$ cat src/rtl/mem_lsu_pkg.sv
// mem_lsu_pkg: shared constants and helpers for the memory-access stage.
//   CPU_WIDTH / REG_ADDR_WIDTH  datapath and register-index widths
//   INST_TYPE_IL / INST_TYPE_S  load and store opcodes
//   mem_size_e                  access size decoded from funct3[1:0]
// Optional feature macro consumed by mem_lsu: MEM_MISALIGN_TRAP_EN
package mem_lsu_pkg;

  localparam int unsigned CPU_WIDTH      = 32;
  localparam int unsigned REG_ADDR_WIDTH = 5;

  localparam logic [6:0] INST_TYPE_IL = 7'b0000011;
  localparam logic [6:0] INST_TYPE_S  = 7'b0100011;

  // funct3[1:0] size codes; funct3[2] selects zero-extension on loads
  localparam logic [1:0] F3_SZ_BYTE = 2'b00;
  localparam logic [1:0] F3_SZ_HALF = 2'b01;

  typedef enum logic [1:0] {
    SZ_BYTE = 2'd0,
    SZ_HALF = 2'd1,
    SZ_WORD = 2'd2
  } mem_size_e;

  function automatic mem_size_e f3_to_size(input logic [2:0] f3);
    mem_size_e sz;
    case (f3[1:0])
      F3_SZ_BYTE: sz = SZ_BYTE;
      F3_SZ_HALF: sz = SZ_HALF;
      default:    sz = SZ_WORD;
    endcase
    return sz;
  endfunction

endpackage

$ cat src/rtl/mem_align.sv
// mem_align: combinational lane logic for the load/store unit.
//   Store side: i_st_size/i_st_off/i_st_data -> o_be (byte enables),
//               o_wdata (lane-replicated store data)
//   Load side:  i_ld_size/i_ld_off/i_ld_unsigned/i_rdata -> o_ld_data
//               (selected lane, sign- or zero-extended to 32 bits)
module mem_align
  import mem_lsu_pkg::*;
(
  input  logic [1:0]           i_st_size,
  input  logic [1:0]           i_st_off,
  input  logic [CPU_WIDTH-1:0] i_st_data,
  output logic [3:0]           o_be,
  output logic [CPU_WIDTH-1:0] o_wdata,
  input  logic [1:0]           i_ld_size,
  input  logic [1:0]           i_ld_off,
  input  logic                 i_ld_unsigned,
  input  logic [CPU_WIDTH-1:0] i_rdata,
  output logic [CPU_WIDTH-1:0] o_ld_data
);

  logic [7:0]  w_ld_byte;
  logic [15:0] w_ld_half;

  always_comb begin
    o_be    = '0;
    o_wdata = '0;
    case (i_st_size)
      SZ_BYTE: begin
        o_be    = 4'b0001 << i_st_off;
        o_wdata = {4{i_st_data[7:0]}};
      end
      SZ_HALF: begin
        o_be    = i_st_off[1] ? 4'b1100 : 4'b0011;
        o_wdata = {2{i_st_data[15:0]}};
      end
      default: begin
        o_be    = '1;
        o_wdata = i_st_data;
      end
    endcase
  end

  assign w_ld_byte = i_rdata[{i_ld_off, 3'b000} +: 8];
  assign w_ld_half = i_ld_off[1] ? i_rdata[31:16] : i_rdata[15:0];

  always_comb begin
    o_ld_data = '0;
    case (i_ld_size)
      SZ_BYTE: o_ld_data = i_ld_unsigned ? {24'h0, w_ld_byte}
                                         : {{24{w_ld_byte[7]}}, w_ld_byte};
      SZ_HALF: o_ld_data = i_ld_unsigned ? {16'h0, w_ld_half}
                                         : {{16{w_ld_half[15]}}, w_ld_half};
      default: o_ld_data = i_rdata;
    endcase
  end

endmodule

$ cat src/rtl/mem_lsu.sv
// mem_lsu: load/store unit of the memory-access stage.
// Decodes the instruction held in the EX/MEM register, runs a req/gnt/rvalid
// data-bus transaction for loads and stores, stalls the pipeline until the
// access completes and registers the extended load result.
//   clk, rst (async, active-high)
//   inst_i, alu_res_i, rs2_data_i, reg_wr_en_i  from the EX/MEM register
//   adv_i         flow controller advances the upstream register
//   dbus_*        registered data-bus request, gnt/rvalid/rdata responses
//   mem_stall_o   combinational stall request
//   load_data_o   registered extended load data
//   reg_wr_en_o   write enable, suppressed on a misaligned access
//   misalign_o    misaligned-access flag
// Macro MEM_MISALIGN_TRAP_EN: when defined, misaligned half/word accesses are
// flagged and never reach the bus; otherwise the address is truncated to
// natural alignment and misalign_o is tied low.
module mem_lsu
  import mem_lsu_pkg::*;
(
  input  logic                 clk,
  input  logic                 rst,
  input  logic [CPU_WIDTH-1:0] inst_i,
  input  logic [CPU_WIDTH-1:0] alu_res_i,
  input  logic [CPU_WIDTH-1:0] rs2_data_i,
  input  logic                 reg_wr_en_i,
  input  logic                 adv_i,
  output logic                 dbus_req_o,
  output logic                 dbus_we_o,
  output logic [CPU_WIDTH-1:0] dbus_addr_o,
  output logic [3:0]           dbus_be_o,
  output logic [CPU_WIDTH-1:0] dbus_wdata_o,
  input  logic                 dbus_gnt_i,
  input  logic                 dbus_rvalid_i,
  input  logic [CPU_WIDTH-1:0] dbus_rdata_i,
  output logic                 mem_stall_o,
  output logic [CPU_WIDTH-1:0] load_data_o,
  output logic                 reg_wr_en_o,
  output logic                 misalign_o
);

  typedef enum logic [1:0] {
    ST_IDLE = 2'd0,
    ST_REQ  = 2'd1,
    ST_WAIT = 2'd2,
    ST_DONE = 2'd3
  } state_e;

  state_e r_state;
  state_e w_state_nxt;

  logic [6:0]           w_opcode;
  logic [2:0]           w_f3;
  logic                 w_is_load;
  logic                 w_is_store;
  logic                 w_access;
  logic                 w_access_ok;
  logic                 w_misalign;
  logic                 w_stall;
  mem_size_e            w_size;
  logic [CPU_WIDTH-1:0] w_eff_addr;
  logic [3:0]           w_be;
  logic [CPU_WIDTH-1:0] w_wdata;
  logic [CPU_WIDTH-1:0] w_ld_ext;
  logic                 w_unused_inst;

  logic                 r_req;
  logic                 r_we;
  logic [CPU_WIDTH-1:0] r_addr;
  logic [3:0]           r_be;
  logic [CPU_WIDTH-1:0] r_wdata;
  logic [1:0]           r_ld_size;
  logic [1:0]           r_ld_off;
  logic                 r_ld_uns;
  logic [CPU_WIDTH-1:0] r_load_data;

  assign w_opcode   = inst_i[6:0];
  assign w_f3       = inst_i[14:12];
  assign w_is_load  = (w_opcode == INST_TYPE_IL);
  assign w_is_store = (w_opcode == INST_TYPE_S);
  assign w_access   = w_is_load | w_is_store;
  assign w_size     = f3_to_size(w_f3);

  // rd and the upper immediate/register fields are not needed here
  assign w_unused_inst = ^{inst_i[31:15], inst_i[7 +: REG_ADDR_WIDTH]};

`ifdef MEM_MISALIGN_TRAP_EN
  always_comb begin
    w_misalign = 1'b0;
    if (w_access) begin
      if (w_size == SZ_HALF)
        w_misalign = alu_res_i[0];
      else if (w_size == SZ_WORD)
        w_misalign = (alu_res_i[1:0] != 2'b00);
    end
  end
  assign w_eff_addr = alu_res_i;
`else
  assign w_misalign = 1'b0;
  always_comb begin
    w_eff_addr = alu_res_i;
    if (w_size == SZ_HALF)
      w_eff_addr[0] = 1'b0;
    else if (w_size == SZ_WORD)
      w_eff_addr[1:0] = 2'b00;
  end
`endif

  assign w_access_ok = w_access & ~w_misalign;

  mem_align u_align (
    .i_st_size    (w_size),
    .i_st_off     (w_eff_addr[1:0]),
    .i_st_data    (rs2_data_i),
    .o_be         (w_be),
    .o_wdata      (w_wdata),
    .i_ld_size    (r_ld_size),
    .i_ld_off     (r_ld_off),
    .i_ld_unsigned(r_ld_uns),
    .i_rdata      (dbus_rdata_i),
    .o_ld_data    (w_ld_ext)
  );

  always_ff @(posedge clk or posedge rst) begin
    if (rst) r_state <= ST_IDLE;
    else     r_state <= w_state_nxt;
  end

  always_comb begin
    w_state_nxt = r_state;
    w_stall     = 1'b0;
    case (r_state)
      ST_IDLE: begin
        if (w_access_ok) begin
          w_stall     = 1'b1;
          w_state_nxt = ST_REQ;
        end
      end
      ST_REQ: begin
        w_stall = 1'b1;
        if (dbus_gnt_i)
          w_state_nxt = r_we ? ST_DONE : ST_WAIT;
      end
      ST_WAIT: begin
        w_stall = 1'b1;
        if (dbus_rvalid_i)
          w_state_nxt = ST_DONE;
      end
      ST_DONE: begin
        // hold here so a stopped upstream register cannot reissue the access
        if (adv_i)
          w_state_nxt = ST_IDLE;
      end
      default: w_state_nxt = ST_IDLE;
    endcase
  end

  // bus fields are captured only in IDLE, so they stay stable through REQ
  always_ff @(posedge clk or posedge rst) begin
    if (rst) begin
      r_req       <= 1'b0;
      r_we        <= 1'b0;
      r_addr      <= '0;
      r_be        <= '0;
      r_wdata     <= '0;
      r_ld_size   <= '0;
      r_ld_off    <= '0;
      r_ld_uns    <= 1'b0;
      r_load_data <= '0;
    end else begin
      case (r_state)
        ST_IDLE: begin
          if (w_access_ok) begin
            r_req     <= 1'b1;
            r_we      <= w_is_store;
            r_addr    <= {w_eff_addr[CPU_WIDTH-1:2], 2'b00};
            r_be      <= w_be;
            r_wdata   <= w_wdata;
            r_ld_size <= w_size;
            r_ld_off  <= w_eff_addr[1:0];
            r_ld_uns  <= w_f3[2];
          end
        end
        ST_REQ: begin
          if (dbus_gnt_i)
            r_req <= 1'b0;
        end
        ST_WAIT: begin
          if (dbus_rvalid_i)
            r_load_data <= w_ld_ext;
        end
        default: ;
      endcase
    end
  end

  assign dbus_req_o   = r_req;
  assign dbus_we_o    = r_we;
  assign dbus_addr_o  = r_addr;
  assign dbus_be_o    = r_be;
  assign dbus_wdata_o = r_wdata;
  assign load_data_o  = r_load_data;
  assign mem_stall_o  = w_stall & ~rst;
  assign misalign_o   = w_misalign & ~rst;
  assign reg_wr_en_o  = reg_wr_en_i & ~misalign_o;

endmodule

$ cat config.mk
export PLATFORM = sky130hd
export DESIGN_NAME = mem_lsu
export DESIGN_NICKNAME = d
export VERILOG_FILES = /design/src/rtl/mem_lsu_pkg.sv /design/src/rtl/mem_align.sv /design/src/rtl/mem_lsu.sv
export SDC_FILE = /design/constraint.sdc
export NUM_CORES = 1
export LEC_CHECK = 0
export CORE_MARGIN = 10
export CORE_UTILIZATION = 45
export CTS_CLUSTER_DIAMETER = 40
export DETAILED_ROUTE_END_ITERATION = 10
export PLACE_DENSITY = 0.93
export SYNTH_ARGS = -nofsm -noshare
export SYNTH_HDL_FRONTEND = slang
export SYNTH_SLANG_ARGS = --single-unit
export TNS_END_PERCENT = 50
$ cat constraint.sdc
create_clock -name clk -period 5.85 [get_ports clk]
set_clock_uncertainty 0.05 [all_clocks]
set_input_delay 0.585 -clock clk [delete_from_list [all_inputs] [get_ports clk]]
set_output_delay 0.585 -clock clk [all_outputs]
set_load 0.1 [all_outputs]
### After elaboration in Yosys (flattened, before gate mapping)

Index checks and enable logic that the tools add are counted.

| cells by class | value |
|---|---|
| bitwise logic cells | 3 |
| shift operators | 2 |
| multiplexer cells | 22 |
| eq/ne operators | 13 |
| reductions and logical operators | 10 |

Operators with widths:

| operator | count |
|---|---|
| 32-bit one-hot mux with 2 select lines | 2 |
| 32-bit 2-to-1 mux | 2 |
| 32-bit by 6-bit indexed part select with 8-bit output | 1 |
| 16-bit 2-to-1 mux | 1 |
| 2-bit 2-to-1 mux | 5 |
| 2-bit by 1-bit equality test with 1-bit output (second input constant) | 4 |
| 2-bit zero test | 4 |
| 2-bit != test (second input constant) | 4 |
| 2-bit one-hot mux with 4 select lines | 1 |
| 4-bit one-hot mux with 2 select lines | 1 |
| 7-bit by 2-bit equality test with 1-bit output (second input constant) | 1 |
| 7-bit by 6-bit equality test with 1-bit output (second input constant) | 1 |
| 2-bit equality test (second input constant) | 3 |
| 1-bit 2-to-1 mux | 6 |
| 4-bit 2-to-1 mux | 1 |
| 1-bit one-hot mux with 2 select lines | 2 |
| 2-bit one-hot mux with 2 select lines | 1 |
| 2-bit AND reduction | 2 |
| 4-bit AND reduction | 1 |
| 1-bit by 2-bit << shifter with 4-bit output (first input constant) | 1 |
| 3-bit AND reduction | 1 |
| 2-bit nonzero test | 1 |
| 2-bit OR reduction | 1 |
| 1-bit bitwise AND | 1 |
| other kinds (2) | 2 |

| storage, ports and cells | value |
|---|---|
| word-level logic and storage cells | 60 |
| output and inout port bits | 105 |
| flip-flop bits (word level) | 107 |
| bits of input ports | 134 |

### Longest topological paths before layout

| depth | value |
|---|---|
| depth after elaboration | 7 |
| gate-level depth with buffers | 8 |
| mapped depth without buffers | 6 |

### Modules after synthesis

From an unflattened synthesis, not the netlist that was laid out.

| unflattened totals | value |
|---|---|
| cell total of the unflattened synthesis | 413 |
| area total of the unflattened synthesis | 5347.6 um^2 |

By module, submodules not included:

| module | cells each | area each (um^2) | instances |
|---|---|---|---|
| mem_lsu | 257 | 4199.0 | 1 |
| mem_align | 156 | 1148.6 | 1 |

### Worst setup path after synthesis

Ideal clock, no wire load.

| timing path | value |
|---|---|
| path type | input to output |
| start point | input port inst_i[3] |
| end point | output port mem_stall_o |
| slack | 1552 ps |
| data required time | 5215 ps |
| cell stages on the path | 5 |
| arrival | 3663 ps |
| cells stage by stage | nor4_4 nand4_2 buf_2 buf_6 a211oi_1 |

| between the ends | value |
|---|---|
| word-level cells in the longest chain between the ends | 5 |
| elaborated cells on any way between the ends | 6 |

RTL lines:

| element | RTL line | RTL |
|---|---|---|
| start, declared | mem_lsu.sv:21 | `input logic [CPU_WIDTH-1:0] inst_i,` |
| 7-bit by 2-bit equality test with 1-bit output or 7-bit by 6-bit equality test with 1-bit output (tied branches) | mem_lsu.sv:77, mem_lsu.sv:78 |  |
| 1-bit OR * | mem_lsu.sv:79 | `assign w_access = w_is_load \| w_is_store;` |
| 1-bit 2-to-1 mux * | mem_lsu.sv:132 | `if (w_access_ok) begin` |
| 1-bit one-hot mux with 2 select lines * | mem_lsu.sv:130 | `case (r_state)` |
| 1-bit bitwise AND * | mem_lsu.sv:201 | `assign mem_stall_o = w_stall & ~rst;` |
| end, declared | mem_lsu.sv:34 | `output logic mem_stall_o,` |

Every way passes the cells marked *; elsewhere a longest branch is shown, timed or not.

### Worst setup path after layout

Ends and elaborated chain as after synthesis.

==> flow_summary.toml <==
[die]
rows = 38
top_level_ports = 239
fp.dieW_um = 126.3
start_util_pct = 46.53
die_h_um = 126.3
core_sq_mm = 0.01094
dieArea_sq_mm = 0.01596

[detailed_routing]
drtIter0Drc = 426
firstDrtPassIters = 6
wl_um = 15830
wl_per_cell_um = 19.47
via_per_inst = 5.375
drc = 0
drt.antenna.violating_nets = 0
vias = 4370

[sta]
rsz0062_at_grt = "false"
worst_pin_slew_ns = 1.046
period_needed_ns = 3.601
setup_viol = 0
hold_violations = 0
min_period_over_period_pct = 61.56
fmax_mhz = 277.7
fin_tns_setup_ns = 0
slew_viol_final = 0
relSlewSlack_pct = 30.29

[clocking]
cts_resized = 0
cts_setup_buffers = 0
cts_tree = "built"
clk_latency_ns = 0.33
cts_root_buf = "clkbuf_16"
h-tree-depth = 3
cts.sinks = 107
path_clk_slew_ns = 0.07
clk_path_buf_depth = 2
numCtsBuffers = 9
hold_buffers = 0

[worst_setup_path]
r2r-end = "load_data_o[23]"
cp-end-kind = "primary output"
cpPeakStageDelay_ns = 1.18
startpoint_type = "input port"
worstPathRequired_ns = 5.22
crit_type = "input port to primary output"
critical-path-top-delay-family = "buffers and inverters"
worstPathCellList = "clkdlybuf4s50_1, nor4_4, nand4_4, a211oi_1, clkdlybuf4s50_1"
crit_path_frequent_cell = "clkdlybuf4s50_1"
path_buf_inv = 2
r2r_slack_ns = 3.45
crit_arrival_ns = 2.97
crit_slowest_cell = "clkdlybuf4s50_1"
rr_startpoint = "r_state[0]"
r2r_cells = 7
crit_fanout = 2

[job]
drv_cap = 0

[placed_design]
placed_cells = 797
port_buffers = 211
dp_hpwl_um = 12200
globalplace.congestion = 0.7900

[min_path]
hp-class = "register to register"
min_to = "dbus_be_o[3]"
min_from = "dbus_be_o[3]"
hold_depth = 2

[synthesis]
ys.flop_type = "dfrtp_1"
synth_common_cells = "dfrtp_1 (107), o21ai_0 (57), nand2_1 (52)"
yosysTopAreaCellShare_pct = 52.62
yosys_warnings = 0
syn-mean-instance-area_sq_um = 10.69
synthesis.area_sq_mm = 0.005089
synthCells = 476
yosys-top-cells-area = "dfrtp_1 (53%), mux2_2 (9.5%), o21ai_0 (5.6%)"
synthArstFlopShare_pct = 100.0
synth_most_common_cell = "dfrtp_1"
synth_seq_cells = 107
ys_seq_area_share_pct = 52.62
synth_edf_count = 0
yosys.area.top_type = "dfrtp_1"
synth.distinct_cells = 43

[layout]
syn2layout_area_growth_pct = 47.92
fillCellCount = 845
antenna_cells = 0
finalNetCount = 807
multiInputGateArea_sq_mm = 0.002211
stdcell_count = 813
regArea_sq_mm = 0.002678
drive_above_1_share_pct = 11.14

[global_route]
grt_max_degree = 105
grt_pass1_wl_um = 25250
grtUsageTotal_pct = 19.24
antenna_found_initial = 0
grt_pass1_vias = 4640
grt_overflow = 0

[power]
p_leak_nw = 3.284
p_per_area_mw_per_mm2 = 578.5
ir_drop_mv = 0.4564

[run_status]
status = "finished clean"
per-stage QoR:
step	cell area, sq um	hold WS [ns]	power, mW	utilization, %	worst slack (ns)
floorplan	5096	0.4236	3.116	-	1.552
global placement	7253	0.4125	3.752	66.33	2.279
detailed placement	7253	0.4231	3.812	66.33	2.247
CTS	7527	0.4396	4.383	68.83	2.227
global route	7527	0.4610	4.526	68.83	2.161
finish	7527	0.4315	4.355	68.83	2.249
worst max-delay path by stage:
stage | startpoint | end | slack [ns] | cells after the start
final | inst_i[3] | mem_stall_o | 2.25 | 5
after global routing | inst_i[3] | mem_stall_o | 2.16 | 5
after CTS | inst_i[3] | mem_stall_o | 2.23 | 5
after detailed placement | inst_i[3] | mem_stall_o | 2.25 | 5
after global placement | inst_i[3] | mem_stall_o | 2.28 | 5
after floorplan | inst_i[3] | mem_stall_o | 1.55 | 5
cell type report:
cell class,count,area share [%]
flip-flops and latches,107,35.57
multi-input cells,324,29.37
repair buffers,216,28.56
clock buffers,13,3.324
well taps,140,2.327
inverters,10,0.5319
clock inverters,3,0.3158
cell usage in the layout (no fill, tap or decap), types with 5 or more instances in the layout:
master	count
clkdlybuf4s50_1	211
dfrtp_1	107
o21ai_0	57
nand2_1	52
mux2_2	43
nand3_1	29
mux2i_1	28
a21oi_1	22
nor2_1	16
and2_1	13
nand3b_1	10
inv_1	9
clkbuf_16	9
nor2b_1	7
a22oi_1	6
a31oi_1	6
mux2_4	5
ha_1	5
buf_4	5
routing by layer:
layer	track usage, %	wire, um	up-vias
li1	-	-	2037
met2	33.69	8249	203
met1	20.94	5673	2110
met5	0	0	-
met4	5.693	282	0
met3	7.705	1625	20
worst register-to-register path: cells and delay by family (launching register included):
family | cells | cell delay, ns
AOI/OAI and AO/OA | 2 | 0.68
adders and majority gates | 1 | 0.21
buffers and inverters | 2 | 0.53
DFF | 1 | 0.42
and+or+nand+nor | 2 | 0.42
logic make-up after synthesis:
group / count (synthesis) / share of synthesized area, %
fa+ha+maj: 5 / 1.229
flops: 107 / 52.62
mux: 77 / 16.94
other cells: 1 / 0.07369
buf+inv: 47 / 4.254
simple gates: 136 / 13.33
compound gates: 103 / 11.56
power by group:
| part | switching, mW | total (mW) | internal, mW |
|---|---|---|---|
| Clock | 0.262 | 0.564 | 0.302 |
| Sequential | 0.152 | 1.12 | 0.968 |
| Combinational | 2.04 | 2.67 | 0.634 |
| Total | 2.45 | 4.35 | 1.90 |
registers in the layout, indices dropped and copies added, names as in the netlist:
name,count
r_ld_uns,1
r_ld_size,2
r_ld_off,2
load_data_o,32
dbus_be_o,4
dbus_req_o,1
r_state,2
dbus_we_o,1
dbus_addr_o,30
dbus_wdata_o,32
(Power assumes the default switching activity.)
